--- src/rtl/rr_arb_ctrl.sv ---
// Round-robin arbiter for N requesters with a registered one-hot grant held until release.
// Optional forced revoke after MAX_HOLD cycles when compiled with RR_ARB_TIMEOUT_EN.
module rr_arb_ctrl #(
  parameter int N        = 8,
  parameter int MAX_HOLD = 16,
  localparam int IW      = $clog2(N)
) (
  input  logic          clk,
  input  logic          rst_n,
  input  logic [N-1:0]  req,
  output logic [N-1:0]  gnt,
  output logic [IW-1:0] gnt_idx,
  output logic          gnt_valid,
  output logic          timeout
);

  if (N < 2 || MAX_HOLD < 1) begin : g_param_chk
    $error("rr_arb_ctrl: N must be >= 2 and MAX_HOLD >= 1");
  end

  typedef enum logic [0:0] {IDLE = 1'b0, GRANT = 1'b1} state_t;

  state_t        state_q, state_d;
  logic [IW-1:0] ptr_q, ptr_d;
  logic [N-1:0]  gnt_q, gnt_d;
  logic [IW-1:0] gnt_idx_q, gnt_idx_d;
  logic          gnt_valid_q, gnt_valid_d;
  logic [IW-1:0] sel_s;
  logic [IW-1:0] ptr_next_s;

`ifdef RR_ARB_TIMEOUT_EN
  localparam int HW = $clog2(MAX_HOLD + 1);
  logic [HW-1:0] hold_cnt_q, hold_cnt_d;
  logic          timeout_q, timeout_d;
`endif

  // First set request bit scanning upward from p, wrapping past N-1.
  function automatic logic [IW-1:0] rr_pick(input logic [N-1:0] r, input logic [IW-1:0] p);
    logic [IW-1:0] sel;
    logic          found;
    int            idx;
    sel   = '0;
    found = 1'b0;
    for (int i = 0; i < N; i++) begin
      idx = (int'(p) + i) % N;
      if (!found && r[idx[IW-1:0]]) begin
        sel   = idx[IW-1:0];
        found = 1'b1;
      end
    end
    return sel;
  endfunction

  function automatic logic [N-1:0] onehot(input logic [IW-1:0] idx);
    logic [N-1:0] v;
    v      = '0;
    v[idx] = 1'b1;
    return v;
  endfunction

  function automatic logic [IW-1:0] inc_wrap(input logic [IW-1:0] idx);
    return (idx == IW'(N - 1)) ? IW'(0) : idx + IW'(1);
  endfunction

  assign sel_s      = rr_pick(req, ptr_q);
  assign ptr_next_s = inc_wrap(gnt_idx_q);

  // Next-state and next-output logic for the IDLE/GRANT controller.
  always_comb begin
    state_d     = state_q;
    ptr_d       = ptr_q;
    gnt_d       = gnt_q;
    gnt_idx_d   = gnt_idx_q;
    gnt_valid_d = gnt_valid_q;
`ifdef RR_ARB_TIMEOUT_EN
    hold_cnt_d  = hold_cnt_q;
    timeout_d   = 1'b0;
`endif
    case (state_q)
      IDLE: begin
        if (|req) begin
          state_d     = GRANT;
          gnt_d       = onehot(sel_s);
          gnt_idx_d   = sel_s;
          gnt_valid_d = 1'b1;
`ifdef RR_ARB_TIMEOUT_EN
          hold_cnt_d  = '0;
`endif
        end else begin
          gnt_d       = '0;
          gnt_valid_d = 1'b0;
        end
      end
      GRANT: begin
        // A holder that lets go always wins over the timeout, so no pulse then.
        if (!req[gnt_idx_q]) begin
          state_d     = IDLE;
          gnt_d       = '0;
          gnt_valid_d = 1'b0;
          ptr_d       = ptr_next_s;
        end else begin
`ifdef RR_ARB_TIMEOUT_EN
          if (hold_cnt_q == HW'(MAX_HOLD - 1)) begin
            state_d     = IDLE;
            gnt_d       = '0;
            gnt_valid_d = 1'b0;
            ptr_d       = ptr_next_s;
            timeout_d   = 1'b1;
          end else if (hold_cnt_q != HW'(MAX_HOLD)) begin
            hold_cnt_d  = hold_cnt_q + HW'(1);
          end else begin
            hold_cnt_d  = hold_cnt_q;
          end
`else
          state_d     = GRANT;
`endif
        end
      end
      default: begin
        state_d     = IDLE;
        gnt_d       = '0;
        gnt_valid_d = 1'b0;
      end
    endcase
  end

  // State, pointer and registered outputs.
  always_ff @(posedge clk or negedge rst_n) begin
    if (!rst_n) begin
      state_q     <= IDLE;
      ptr_q       <= '0;
      gnt_q       <= '0;
      gnt_idx_q   <= '0;
      gnt_valid_q <= 1'b0;
`ifdef RR_ARB_TIMEOUT_EN
      hold_cnt_q  <= '0;
      timeout_q   <= 1'b0;
`endif
    end else begin
      state_q     <= state_d;
      ptr_q       <= ptr_d;
      gnt_q       <= gnt_d;
      gnt_idx_q   <= gnt_idx_d;
      gnt_valid_q <= gnt_valid_d;
`ifdef RR_ARB_TIMEOUT_EN
      hold_cnt_q  <= hold_cnt_d;
      timeout_q   <= timeout_d;
`endif
    end
  end

  assign gnt       = gnt_q;
  assign gnt_idx   = gnt_idx_q;
  assign gnt_valid = gnt_valid_q;
`ifdef RR_ARB_TIMEOUT_EN
  assign timeout   = timeout_q;
`else
  assign timeout   = 1'b0;
`endif

endmodule

--- config.mk ---
export PLATFORM = sky130hd
export DESIGN_NAME = rr_arb_ctrl
export DESIGN_NICKNAME = d
export VERILOG_FILES = /design/src/rtl/rr_arb_ctrl.sv
export SDC_FILE = /design/constraint.sdc
export NUM_CORES = 1
export LEC_CHECK = 0
export ABC_AREA = 1
export BUFFER_PORTS_ARGS = -buffer_cell sky130_fd_sc_hd__buf_2
export CAP_MARGIN = 25
export CORE_MARGIN = 4
export CORE_UTILIZATION = 50
export CTS_BUF_LIST = sky130_fd_sc_hd__clkbuf_8
export CTS_CLUSTER_DIAMETER = 120
export CTS_CLUSTER_SIZE = 16
export DETAILED_ROUTE_END_ITERATION = 10
export PLACE_DENSITY = 0.76
export SYNTH_ARGS = -nofsm -noshare
export SYNTH_HDL_FRONTEND = slang
export SYNTH_SLANG_ARGS = --single-unit
--- constraint.sdc ---
create_clock -name clk -period 3 [get_ports clk]
set_input_delay 0.15 -clock clk [delete_from_list [all_inputs] [get_ports clk]]
set_output_delay 0.15 -clock clk [all_outputs]
set_load 0.01 [all_outputs]
==> results.txt, run 1 <==
Synth top area share - 25.5%
Clock buffer depth - 2
Post-Syn Nets - 237
Depth of the CTS H-tree - 1
Layout Nets - 262
Rel. slew slack - 55.3%
Compound-gate portion of the synthesized area - 9.08%
Worst Path Max Fanout - 10
Synth Area in XOR/XNOR - 5.66%
Clock transition at the registers of the reported paths - 60 ps
Clk sinks - 16
Max_cap viols - 0
Register area share after synthesis - 25.5%
Avg WL per Cell - 12.4 µm
Remaining DRCs - 0
Worst Clk Skew - 0.942 ps
RR Startpoint - ptr_q[0]$_DFFE_PN0P_
Die Y-Extent - 64.0 µm
Achievable frequency - 0.405 GHz
Filler cells - 283
Detailed Route WL - 3600 µm
Synth Area per Inst - 7.04 µm²
Core Rows - 20
Num CTS Buffers - 3
Layout cell share with drive strength beyond 1 - 24.3%
Hold Crit Class - input pin to async pin
Post-DRT Antenna Nets - 0
Cts hold-fix bufs - 1
Post-CTS setup buffer count - 0
Synth-to-Final Area Change - 12.1%
Final setup vio count - 0
Reg2reg setup slack - 530 ps
First-pass GRT wire length - 6270 µm
Area of the mapped netlist - 1570 µm²
Number of I/O pins - 23
CP max-delay cell - dfrtp_1
ANT cells - 0
IO buf count - 21
Post-synth EDFFs - 0
Die area - 4100 µm²
Starting Density - 51.9%
Routed vias/inst - 5.23
DR pass1 iterations - 4
Area leader, netlist - dfrtp_1
Area contributors post-synth - dfrtp_1, nand2_1, nand3_1
CP Capture Type - flip-flop
CP Data Required Time - 3180 ps
Hold Vio Cnt, Final - 0
Slew Limit Fails - 0
RSZ-0062 raised after global routing - false
Die width - 64.0 µm
Worst Setup Path Type - flip-flop to flip-flop
Period utilisation layout - 82.4%
Yosys warning total - 0
Crit path largest cell delay - 390 ps
Mux share of post-synthesis cell area - 0%
Adder-cell share of the synthesized area - 3.19%
Most numerous cell in the Yosys netlist - nand2_1
End of the critical path - gnt[5]$_DFFE_PN0P_
GP Congestion - 0.896
Status - finished, final reports clean
Initial antenna violation count - 0
Final Hold Slack - 341 ps
GR Overflow Total - 0
Crit path cell chain - inv_2 -> ha_1 -> inv_1 -> nand3_1 -> nand3_1 -> nand2_2 -> nor2_4 -> nand4_4 -> nor2_4 -> nand3_1 -> nand3_2 -> nand3_4 -> inv_2 -> nand2_1 -> nand2_1
Cts repair resizes - 0
Synth Register Bits - 16
Post-synth top flop - dfrtp_1
Vias - 1,521
Type of origin of the critical path - flip-flop
Syn Inst Count - 223
Core area - 3030 µm²
Clk_lat worst skew - 240 ps
Vias in the first global route - 1,388
R2R depth - 15
Total GRT Usage - 18.8%
Root Buffer - clkbuf_8
Fin Setup TNS - 0 ps
Ys async rst share - 100%
Slew @ Worst Pin - 670 ps
CTS tree - done
Post-DP HPWL - 2970 µm
First element of the critical path - ptr_q[0]$_DFFE_PN0P_
Largest net degree at the start of global routing - 17
Commonest cells post-synth - nand2_1, nand3_1, dfrtp_1, nor2_1, inv_1
Netlist cell types - 37
Post-route minimum period - 2470 ps
Initial DRC Count - 70
Largest family of logic cells by synthesized area - simple AND/OR/NAND/NOR gates
WP data arrival - 2660 ps
Most Frequent Cell on Critical Path - nand3_1
Worst R2R End - gnt[5]$_DFFE_PN0P_
Post-synthesis simple-gate area fraction - 48.4%
-- logic make-up (layout without fill, tap and decap cells) --
| family | after synthesis | after routing |
|---|---|---|
| flops | 16 | 16 |
| simple gates | 149 | 149 |
| other cells | 1 | 1 |
| buf+inv | 24 | 48 |
| compound gates | 24 | 24 |
| fa+ha+maj | 4 | 4 |
| xor+xnor | 5 | 5 |
-- critical path, delay by kind of cell (launching register included) --
kind,cells,cell delay [ps]
AND/OR/NAND/NOR,11,1240
adder cells (fa/ha/maj),1,320
buffers and inverters,3,450
flip-flops,1,390
-- sequential cells by signal, indices dropped and copies added, names as in the netlist --
| register | count |
|---|---|
| gnt_idx | 3 |
| gnt_valid | 1 |
| gnt | 8 |
| ptr_q | 3 |
| state_q | 1 |
-- area by class of cell --
| type | count | area, µm² | area share (%) |
|---|---|---|---|
| Timing Repair Buffer | 24 | 130 | 7.39 |
| Inverter | 20 | 75.1 | 4.26 |
| Multi-Input combinational cell | 183 | 1040 | 59.3 |
| Tap cell | 44 | 55.1 | 3.13 |
| Sequential cell | 16 | 400 | 22.7 |
| Clock buffer | 4 | 55.1 | 3.13 |
-- cells in the final DEF (no fill, tap or decap), types with 2 or more instances in the layout --
cell type / n
nand2_1: 78
nand3_1: 27
buf_2: 21
nor2_1: 16
dfrtp_1: 16
inv_1: 14
nand3_2: 11
o21ai_0: 9
inv_2: 6
o21ai_1: 5
nand2_2: 4
ha_1: 4
clkbuf_8: 4
a21oi_1: 3
xor2_4: 2
nor2_4: 2
nand4_1: 2
nor2_2: 2
buf_4: 2
-- metrics by stage --
stage	setup slack (ps)	std cells	utilization [%]	instance area (µm²)
after floorplan	779	223	-	1570
final	529	291	58.1	1760
after global routing	339	291	58.1	1760
after detailed placement	571	286	56.0	1700
after global placement	570	286	56.0	1700
after CTS	547	291	58.1	1760
-- per-layer routing --
layer	up-vias	global-route usage (%)	wire length, µm
met5	-	0	0
met4	0	6.47	51
met3	6	2.46	195
met2	55	29.3	1620
met1	679	26.6	1740
li1	781	-	-
-- worst min-delay path by stage --
stage	startpoint	to	slack, ps	cells after the start
after floorplan	rst_n	gnt[0]$_DFFE_PN0P_	-150	0
after global placement	rst_n	gnt[1]$_DFFE_PN0P_	70	1
after detailed placement	rst_n	gnt[1]$_DFFE_PN0P_	80	1
after CTS	rst_n	gnt[3]$_DFFE_PN0P_	350	2
after global routing	rst_n	gnt[0]$_DFFE_PN0P_	390	2
final	rst_n	gnt[1]$_DFFE_PN0P_	340	2
Power of run 1 is not shown: default switching activity piles up to over one toggle a cycle in this logic, so the estimate is an artifact.
==> inputs of run 2 (changes only) <==
--- a/config.mk
+++ b/config.mk
@@ -14,7 +14,7 @@
 export CTS_CLUSTER_DIAMETER = 120
 export CTS_CLUSTER_SIZE = 16
 export DETAILED_ROUTE_END_ITERATION = 10
-export PLACE_DENSITY = 0.76
+export PLACE_DENSITY = 0.79
 export SYNTH_ARGS = -nofsm -noshare
 export SYNTH_HDL_FRONTEND = slang
 export SYNTH_SLANG_ARGS = --single-unit
==> constraint.sdc (replaced) <==
create_clock -name clk -period 2.2 [get_ports clk]
set_input_delay 0.11 -clock clk [delete_from_list [all_inputs] [get_ports clk]]
set_output_delay 0.11 -clock clk [all_outputs]
set_load 0.01 [all_outputs]
==> results.txt, run 2 (synthesized netlist as in run 1, its figures left out) <==
Type of origin of the critical path - flip-flop
Die width - 64.0 µm
Die Y-Extent - 64.0 µm
Clk sinks - 16
Remaining DRCs - 0
Slew Limit Fails - 0
Fin Setup TNS - 0 ps
Number of I/O pins - 23
Root Buffer - clkbuf_8
Routed vias/inst - 5.26
Core area - 3030 µm²
DR pass1 iterations - 4
GP Congestion - 0.925
Die area - 4100 µm²
Hold Crit Class - input pin to async pin
Post-DRT Antenna Nets - 0
Filler cells - 266
Max_cap viols - 0
RSZ-0062 raised after global routing - true
Largest register FFs - 8
Clock transition at the registers of the reported paths - 70 ps
Initial antenna violation count - 0
Num CTS Buffers - 3
Avg WL per Cell - 13.1 µm
Design area - 1920 µm²
Clock buffer depth - 2
Clk_lat worst skew - 250 ps
Multi-input gate area - 1130 µm²
Period utilisation layout - 94.9%
Commonest cells after routing, fill and taps aside - nand2_1, nand3_1, buf_2, nand3_2, dfrtp_1
Worst Clk Skew - 2.61 ps
Synth-to-Final Area Change - 22.4%
Depth of the CTS H-tree - 1
CP Data Required Time - 2390 ps
FF/Latch Area - 400 µm²
Largest net degree at the start of global routing - 17
Starting Density - 51.9%
GR Overflow Total - 0
Core Rows - 20
Worst Setup Path Type - flip-flop to flip-flop
WP data arrival - 2280 ps
Detailed Route WL - 3920 µm
Vias in the first global route - 1,585
Total GRT Usage - 21.0%
Post-DP HPWL - 3090 µm
Final setup vio count - 0
Vias - 1,578
Post-route minimum period - 2090 ps
CTS tree - done
Layout cell share with drive strength beyond 1 - 32.8%
Status - finished, final reports clean
CP Capture Type - flip-flop
Layout Nets - 271
Hold Vio Cnt, Final - 0
ANT cells - 0
IO buf count - 21
Worst Path Max Fanout - 6
Post-Place Worst Slack - -13.9 ps
Most common cell after layout, fill and taps aside - nand2_1
First-pass GRT wire length - 6990 µm
Placed instance area - 1760 µm²
Initial DRC Count - 56
Setup ws final - 112 ps
Achievable frequency - 0.479 GHz
-- run 2: area by class of cell --
type / count / area share [%]
multi-input cells: 183 / 58.7
flip-flops and latches: 16 / 20.8
repair buffers: 33 / 10.7
inverters: 20 / 4.04
clock buffers: 4 / 2.86
well taps: 44 / 2.86
-- run 2: final timing paths --
check,startpoint,endpoint,cells past startpoint,slack (ps)
worst min register to register,gnt[0]$_DFFE_PN0P_,gnt[0]$_DFFE_PN0P_,2,490
max in group asynchronous,rst_n,gnt[6]$_DFFE_PN0P_,2,1610
worst min-delay path,rst_n,gnt_idx[2]$_DFFE_PN0P_,2,320
min in group clk,req[5],state_q$_DFF_PN0_,5,470
worst max-delay path,ptr_q[1]$_DFFE_PN0P_,gnt[1]$_DFFE_PN0P_,15,110
worst max register to register,ptr_q[1]$_DFFE_PN0P_,gnt[1]$_DFFE_PN0P_,15,110
-- run 2: repair_timing --
action / CTS / global route
gates cloned: 0 / 0
pin swaps: 0 / 3
buffers inserted: 0 / 1
hold buffers: 1 / 0
setup endpoints to repair: 6 / 11
hold endpoints to repair: 16 / 0
resized for setup: 3 / 17
-- run 2: worst max-delay path: stages (launching register included) --
cell,delay (ps)
dfrtp_1,400
inv_2,100
ha_4,230
inv_4,90
nand3_4,100
nand3_2,100
nand2_2,90
nor2_4,110
nand4_4,110
nor2_4,180
nand2_1,110
nand3b_4,120
nand3_4,100
inv_2,80
nand2_1,60
nand2_1,60
-- run 2: routing by layer --
metal / global-route usage, % / part of all wire (%)
met4: 8.89 / 2.2
met2: 33.8 / 45
met5: 0 / 0
met1: 28.4 / 48
met3: 2.46 / 4.6
-- run 2: through the flow --
stage	std cells	util (%)	hold WS, ps
3_3_place_gp	294	58.0	44.4
4_1_cts	299	60.5	305
6_report	300	63.5	319
5_1_grt	300	63.5	356
2_1_floorplan	223	-	-186
3_5_place_dp	294	58.0	46.4
Power of run 2 is left out for the same reason.
==> inputs of run 3 (changes only) <==
--- a/config.mk
+++ b/config.mk
@@ -6,7 +6,7 @@
 export NUM_CORES = 1
 export LEC_CHECK = 0
 export ABC_AREA = 1
-export BUFFER_PORTS_ARGS = -buffer_cell sky130_fd_sc_hd__buf_2
+export BUFFER_PORTS_ARGS = -buffer_cell sky130_fd_sc_hd__buf_4
 export CAP_MARGIN = 25
 export CORE_MARGIN = 4
 export CORE_UTILIZATION = 50
==> results.txt, run 3 (synthesized netlist as in run 1, its figures left out) <==
Status - finished, final reports clean
Achievable frequency - 0.467 GHz
Worst Setup Path Type - flip-flop to flip-flop
CP Capture Type - flip-flop
GP Congestion - 0.885
Design area - 2020 µm²
Number of I/O pins - 23
WP data arrival - 2310 ps
Commonest cells after routing, fill and taps aside - nand2_1, buf_4, nand3_1, nand3_2, dfrtp_1
Starting Density - 51.9%
Slew Limit Fails - 0
ANT cells - 0
Clk sinks - 16
Largest register FFs - 8
Post-DP HPWL - 3100 µm
DR pass1 iterations - 4
GR Overflow Total - 0
Clock transition at the registers of the reported paths - 60 ps
CP max-delay cell - dfrtp_1
Detailed Route WL - 4030 µm
Depth of the CTS H-tree - 1
Final setup vio count - 0
Worst Path Max Fanout - 6
Max_cap viols - 0
Largest net degree at the start of global routing - 17
Die width - 64.0 µm
Filler cells - 255
Vias in the first global route - 1,410
Avg WL per Cell - 13.5 µm
Num CTS Buffers - 3
Hold Crit Class - input pin to async pin
Synth-to-Final Area Change - 28.8%
Clk_lat worst skew - 240 ps
Final Util - 66.8%
Type of origin of the critical path - flip-flop
Placed instance area - 1810 µm²
Post-route minimum period - 2140 ps
Layout cell share with drive strength beyond 1 - 34.5%
Die Y-Extent - 64.0 µm
CTS tree - done
Routed vias/inst - 5.21
Initial antenna violation count - 0
Most common cell after layout, fill and taps aside - nand2_1
FF/Latch Area - 400 µm²
RSZ-0062 raised after global routing - true
Worst Clk Skew - 0.713 ps
First-pass GRT wire length - 6470 µm
Total GRT Usage - 19.9%
Root Buffer - clkbuf_8
Remaining DRCs - 0
Die area - 4100 µm²
CP Data Required Time - 2370 ps
Period utilisation layout - 97.4%
Hold Vio Cnt, Final - 0
Core Rows - 20
Most Frequent Cell on Critical Path - nand3_4
Clock buffer depth - 2
Multi-input gate area - 1190 µm²
IO buf count - 21
Post-DRT Antenna Nets - 0
Vias - 1,558
Crit path largest cell delay - 390 ps
Layout Nets - 271
Crit path cell chain - inv_2 -> ha_4 -> inv_6 -> nand3_4 -> nand3_4 -> nand2_4 -> nor2_4 -> nand4_4 -> nor2_4 -> nand4_1 -> nand3_4 -> nand2_1 -> o21ai_2
Core area - 3030 µm²
Initial DRC Count - 86
==> run 3: worst paths after layout <==
| kind | start | endpoint | slack [ps] | depth (start not counted) |
|---|---|---|---|---|
| setup reg to reg | ptr_q[0]$_DFFE_PN0P_ | gnt[3]$_DFFE_PN0P_ | 60 | 13 |
| setup / recovery | ptr_q[0]$_DFFE_PN0P_ | gnt[3]$_DFFE_PN0P_ | 60 | 13 |
| max in group asynchronous | rst_n | ptr_q[0]$_DFFE_PN0P_ | 1770 | 2 |
| hold reg to reg | gnt_valid$_DFFE_PN0P_ | gnt_valid$_DFFE_PN0P_ | 490 | 2 |
| hold / removal | rst_n | gnt[5]$_DFFE_PN0P_ | 250 | 2 |
| min in group clk | req[5] | state_q$_DFF_PN0_ | 460 | 5 |
==> run 3: cell type report <==
cell class	count	area share, %
Multi-Input combinational cell	183	58.8
Sequential cell	16	19.8
Timing Repair Buffer	33	12.7
Inverter	20	3.96
Tap cell	44	2.72
Clock buffer	3	2.04
==> run 3: layer usage <==
| layer | track usage [%] | up-vias | routed length, µm |
|---|---|---|---|
| met5 | 0 | - | 0 |
| met4 | 4.31 | 0 | 37 |
| met3 | 1.93 | 6 | 137 |
| met2 | 33.0 | 34 | 2010 |
| met1 | 27.8 | 717 | 1850 |
| li1 | - | 801 | - |
==> run 3: critical path, delay by kind of cell, from the launching register on <==
| kind | cells | cell delay (ps) |
|---|---|---|
| flops | 1 | 390 |
| compound gates | 1 | 130 |
| fa+ha+maj | 1 | 240 |
| buf+inv | 2 | 180 |
| simple gates | 9 | 1120 |
==> run 3: per-stage QoR <==
stage	setup WS [ps]	hold slack, ps	TNS [ps]	std cells
floorplan	37.8	-186	0	223
global placement	-26.0	-22.9	-26.0	294
detailed placement	-37.6	-20.1	-38.6	294
CTS	6.12	258	0	298
global route	-86.2	273	-569	299
finish	57.8	254	0	299
==> run 3: repair_timing <==
action	4_1_cts	5_1_grt
gates resized for setup	3	28
buffers inserted	0	1
endpoints found under the setup margin	6	11
hold buffers	1	0
pin swaps	0	5
endpoints found under the hold margin	16	0
Power of run 3 is left out for the same reason.
